--- config.mk ---
export PLATFORM = sky130hd
export DESIGN_NAME = instr_encoder_loader
export DESIGN_NICKNAME = d
export VERILOG_FILES = /design/src/rtl/instr_encoder_loader.sv
export SDC_FILE = /design/constraint.sdc
export NUM_CORES = 1
export LEC_CHECK = 0
export BUFFER_PORTS_ARGS = -buffer_cell sky130_fd_sc_hd__buf_2
export CORE_MARGIN = 4
export CORE_UTILIZATION = 38
export CTS_CLUSTER_SIZE = 12
export DETAILED_ROUTE_END_ITERATION = 6
export GPL_ROUTABILITY_DRIVEN = 0
export PLACE_DENSITY = 0.61
export RECOVER_POWER = 50
export SYNTH_ARGS = -nofsm -noshare
export SYNTH_HDL_FRONTEND = slang
export SYNTH_SLANG_ARGS = --single-unit
--- constraint.sdc ---
create_clock -name clk -period 3.9 [get_ports clk]
set_input_delay 0.585 -clock clk [delete_from_list [all_inputs] [get_ports clk]]
set_output_delay 0.585 -clock clk [all_outputs]
set_load 0.005 [all_outputs]
--- src/rtl/instr_encoder_loader.sv ---
// Instruction encoder and program loader: packs R/I/U fields into RV32 words
// and writes them to consecutive instruction-memory addresses, one per handshake.
module instr_encoder_loader #(
   parameter int ADDR_WIDTH = 6,
   parameter int START_WORD = 0
) (
   input  logic                  clk,
   input  logic                  reset,
   input  logic                  Start_i,
   input  logic [ADDR_WIDTH-1:0] Count_i,
   input  logic                  Valid_i,
   output logic                  Ready_o,
   input  logic [1:0]            Fmt_i,
   input  logic [4:0]            Rd_i,
   input  logic [4:0]            Rs1_i,
   input  logic [4:0]            Rs2_i,
   input  logic [2:0]            Funct3_i,
   input  logic [6:0]            Funct7_i,
   input  logic [19:0]           Imm_i,
   output logic                  Mem_Write_o,
   output logic [ADDR_WIDTH-1:0] Mem_Addr_o,
   output logic [31:0]           Mem_Data_o,
   output logic                  Busy_o,
   output logic                  Done_o,
   output logic                  Error_o,
   output logic [ADDR_WIDTH-1:0] Words_o,
   output logic [1:0]            State_o
);

   // Handshake: a field transfer happens on a rising edge where Valid_i and
   // Ready_o are both high; Ready_o is high only in ACCEPT and never depends on Valid_i.
   typedef enum logic [1:0] {
      IDLE   = 2'd0,
      ACCEPT = 2'd1,
      WRITE  = 2'd2,
      DONE   = 2'd3
   } state_t;

   localparam logic [ADDR_WIDTH-1:0] START_ADDR = ADDR_WIDTH'(START_WORD);
   localparam logic [6:0] OP_R   = 7'b0110011;
   localparam logic [6:0] OP_I   = 7'b0010011;
   localparam logic [6:0] OP_LUI = 7'b0110111;

   state_t                state_q, state_d;
   logic [ADDR_WIDTH-1:0] count_q, count_d;
   logic [ADDR_WIDTH-1:0] addr_q, addr_d;
   logic [ADDR_WIDTH-1:0] words_q, words_d;
   logic                  error_q, error_d;
   logic [ADDR_WIDTH-1:0] mem_addr_q, mem_addr_d;
   logic [31:0]           mem_data_q, mem_data_d;
   logic [31:0]           enc_data;

   always_comb begin
      enc_data = '0;
      case (Fmt_i)
         2'b00:   enc_data = {Funct7_i, Rs2_i, Rs1_i, Funct3_i, Rd_i, OP_R};
         2'b01:   enc_data = {Imm_i[11:0], Rs1_i, Funct3_i, Rd_i, OP_I};
         2'b10:   enc_data = {Imm_i, Rd_i, OP_LUI};
         default: enc_data = '0;
      endcase
   end

   always_ff @(posedge clk or negedge reset) begin
      if (!reset) begin
         state_q    <= IDLE;
         count_q    <= '0;
         addr_q     <= '0;
         words_q    <= '0;
         error_q    <= 1'b0;
         mem_addr_q <= '0;
         mem_data_q <= '0;
      end else begin
         state_q    <= state_d;
         count_q    <= count_d;
         addr_q     <= addr_d;
         words_q    <= words_d;
         error_q    <= error_d;
         mem_addr_q <= mem_addr_d;
         mem_data_q <= mem_data_d;
      end
   end

   always_comb begin
      state_d     = state_q;
      count_d     = count_q;
      addr_d      = addr_q;
      words_d     = words_q;
      error_d     = error_q;
      mem_addr_d  = mem_addr_q;
      mem_data_d  = mem_data_q;
      Ready_o     = 1'b0;
      Mem_Write_o = 1'b0;
      case (state_q)
         IDLE: begin
            if (Start_i) begin
               count_d = Count_i;
               addr_d  = START_ADDR;
               words_d = '0;
               error_d = 1'b0;
               state_d = (Count_i == '0) ? DONE : ACCEPT;
            end
         end
         ACCEPT: begin
            Ready_o = 1'b1;
            if (Valid_i) begin
               if (Fmt_i == 2'b11) begin
                  error_d = 1'b1;
                  state_d = DONE;
               end else begin
                  // Separate output registers keep address/data stable after the strobe.
                  mem_addr_d = addr_q;
                  mem_data_d = enc_data;
                  state_d    = WRITE;
               end
            end
         end
         WRITE: begin
            Mem_Write_o = 1'b1;
            addr_d      = addr_q + ADDR_WIDTH'(1);
            words_d     = words_q + ADDR_WIDTH'(1);
            state_d     = (words_q + ADDR_WIDTH'(1) == count_q) ? DONE : ACCEPT;
         end
         DONE: begin
            state_d = IDLE;
         end
         default: state_d = IDLE;
      endcase
   end

   assign Mem_Addr_o = mem_addr_q;
   assign Mem_Data_o = mem_data_q;
   assign Busy_o     = (state_q != IDLE);
   assign Done_o     = (state_q == DONE);
   assign Error_o    = error_q;
   assign Words_o    = words_q;
   assign State_o    = state_q;

endmodule

==> results.tsv <==
metric	value	unit
status	finished with violations	
failed_checks	max-capacitance violations, max-slew violations	
reg2reg_depth	5	
yosysWarnings	0	
antenna_found_initial	0	
cts_setup_buffers	0	
grt_pass1_wl	11.6	mm
cp-start-kind	primary input	
syn2layout_area_growth	22.1	%
drt_pass1_iterations	4	
htree_levels	2	
tightest_slew	1.59	ns
r2r_start	State_o[0]$_DFFE_PN0P_	
synth_edf_count	0	
holdPathStages	2	
num-nets-final	430	
die_h	94.0	um
row_count	31	
yosys.area.top_type	dfrtp_1	
final_cells	471	
hpwl	5.41	mm
drt-total-wl	7.20	mm
report.final.slew_viol_count	33	
synth-seq-cells	55	
fin_setup_tns	0	ns
reg2reg_slack	1.74	ns
synth_area_leaders	dfrtp_1, mux2_2, o21ai_0, mux2i_1, a21oi_1	
antenna_cells	0	
cp-end-kind	flop	
grt_pass1_vias	2348	
insertion_delay	0.30	ns
cts_tree	built	
cts.clk_slew.worst_paths	0.10	ns
synthMostInstantiatedCell	dfrtp_1	
io_buffers	105	
clk_path_buf_depth	2	
grt.overflow.total	0	
setup_viol	0	
r2r_end	Words_o[5]$_DFFE_PN0P_	
cts.sinks	55	
place_inst	463	
track_usage	0.164	
start_util	0.389	
final_core_util	0.475	
hold_end	Mem_Data_o[28]$_DFFE_PN0P_	
required	4.09	ns
synth.yosys.seq_area_share	0.490	
boundaryPins	108	
cts_resized	0	
drt_iter0_markers	64	
synth_common_cells	dfrtp_1, nand2_1, o21ai_0, a21oi_1, nor2_1	
synth-main-ff-cell	dfrtp_1	
place_area	3340	um2
drive_gt1_frac	0.323	
die-width	94.0	um
ant_nets	0	
min_path_type	flop to flop	
slew_headroom	-0.0633	
grt_max_degree	37	
netlist_instances	277	
max_cap_viol_count	1	
max_freq	0.381	GHz
hp-start	Mem_Data_o[28]$_DFFE_PN0P_	
route.detailed.drc	0	
fin_crit	2.62	ns
crit_fanout	36	
yosysTopAreaCellShare	0.490	
cts_made_buffers	5	
synthesis.area	2810	um2
vdd_drop_max	0.202	mV
syn_area_per_cell	10.1	um2
rsz0062_at_grt	no	
crit_type	primary input to flop	
p_leak	1.68	nW
design.core.area	7210	um2
ctsHoldBuffers	0	
finClkSkew	0.00940	ns
arrival	2.81	ns
cts_root_buf	clkbuf_8	
viasPerCell	5.02	
finalWorstSetupSlack	1.28	ns
power.density	596	nW/um2
hold_viol	0	
die_area	8830	um2
wl_per_cell	15.3	um
yosysUniqueCellTypes	46	
dp_slack	1.69	ns
vias	2363	
fin_crit_sh	0.673	
async_flop_share	1.00	
final_cell_area	3430	um2
[power breakdown]
part           leakage (nW)  switching (mW)  internal, mW
sequential            0.699           0.155         0.775
clock                0.0505           0.181         0.162
combinational         0.928           0.375         0.396
total                  1.68           0.712          1.33
[routing by layer]
layer,global-route usage,up-vias,wire length [um]
li1,-,1166,-
met1,0.224,1107,3280
met2,0.269,86,3350
met3,0.0385,4,543
met4,0.0289,0,32
met5,0,-,0
[per-stage QoR]
| stage | power (mW) | hold slack, ns |
|---|---|---|
| global placement | 1.72 | 0.458 |
| floorplan | 1.42 | 0.289 |
| CTS | 2.09 | 0.293 |
| detailed placement | 1.74 | 0.468 |
| finish | 2.04 | 0.487 |
| global route | 2.22 | 0.497 |
[how the worst max path moves through the flow]
| stage | startpoint | end | slack, ns | cells past startpoint |
|---|---|---|---|---|
| after detailed placement | Fmt_i[0] | Mem_Addr_o[0]$_DFFE_PN0P_ | 1.69 | 4 |
| final | Fmt_i[0] | Mem_Addr_o[4]$_DFFE_PN0P_ | 1.28 | 4 |
| after global routing | Fmt_i[0] | Mem_Addr_o[2]$_DFFE_PN0P_ | 1.08 | 4 |
| after global placement | Fmt_i[0] | Mem_Addr_o[1]$_DFFE_PN0P_ | 1.72 | 4 |
| after floorplan | Valid_i | Mem_Data_o[10]$_DFFE_PN0P_ | 2.37 | 5 |
| after CTS | State_o[0]$_DFFE_PN0P_ | Mem_Write_o | 1.82 | 3 |
[cell type report]
cell class              instances  area [um2]
clock inverters                 1        7.51
repair buffers                107         523
well taps                      99         124
multi-input cells             200        1290
fillers                       733        3790
flip-flops and latches         55        1380
inverters                       2        7.51
clock buffers                   7        96.3
[placed cells by master (no fill, tap or decap), types with 7 or more instances in the layout]
cell type,instances
o21ai_0,26
o22ai_1,9
nand2b_1,10
dfrtp_1,55
nor2_1,20
clkbuf_8,7
a21oi_1,23
nand2_1,29
o31ai_1,10
clkbuf_1,14
mux2i_1,12
mux2_2,12
buf_2,91
[cell families after synthesis]
kind of cell,after synthesis,synth area share
flops,55,0.490
fa+ha+maj,2,0.00891
simple gates,83,0.151
other cells,1,0.00134
mux,29,0.118
buf+inv,23,0.0495
compound gates,77,0.160
xor+xnor,7,0.0218
[critical path, cell delays in order]
cell and delay (ns):
clkbuf_1 1.13, nand2_1 0.29, nand2_4 0.41, mux2_2 0.38
[registers in the layout (all words and copies together), names as in the netlist]
| signal | cells |
|---|---|
| addr_q | 6 |
| Error_o | 1 |
| State_o | 2 |
| count_q | 6 |
| Words_o | 6 |
| Mem_Addr_o | 6 |
| Mem_Data_o | 28 |
(Power assumes the default switching activity.)
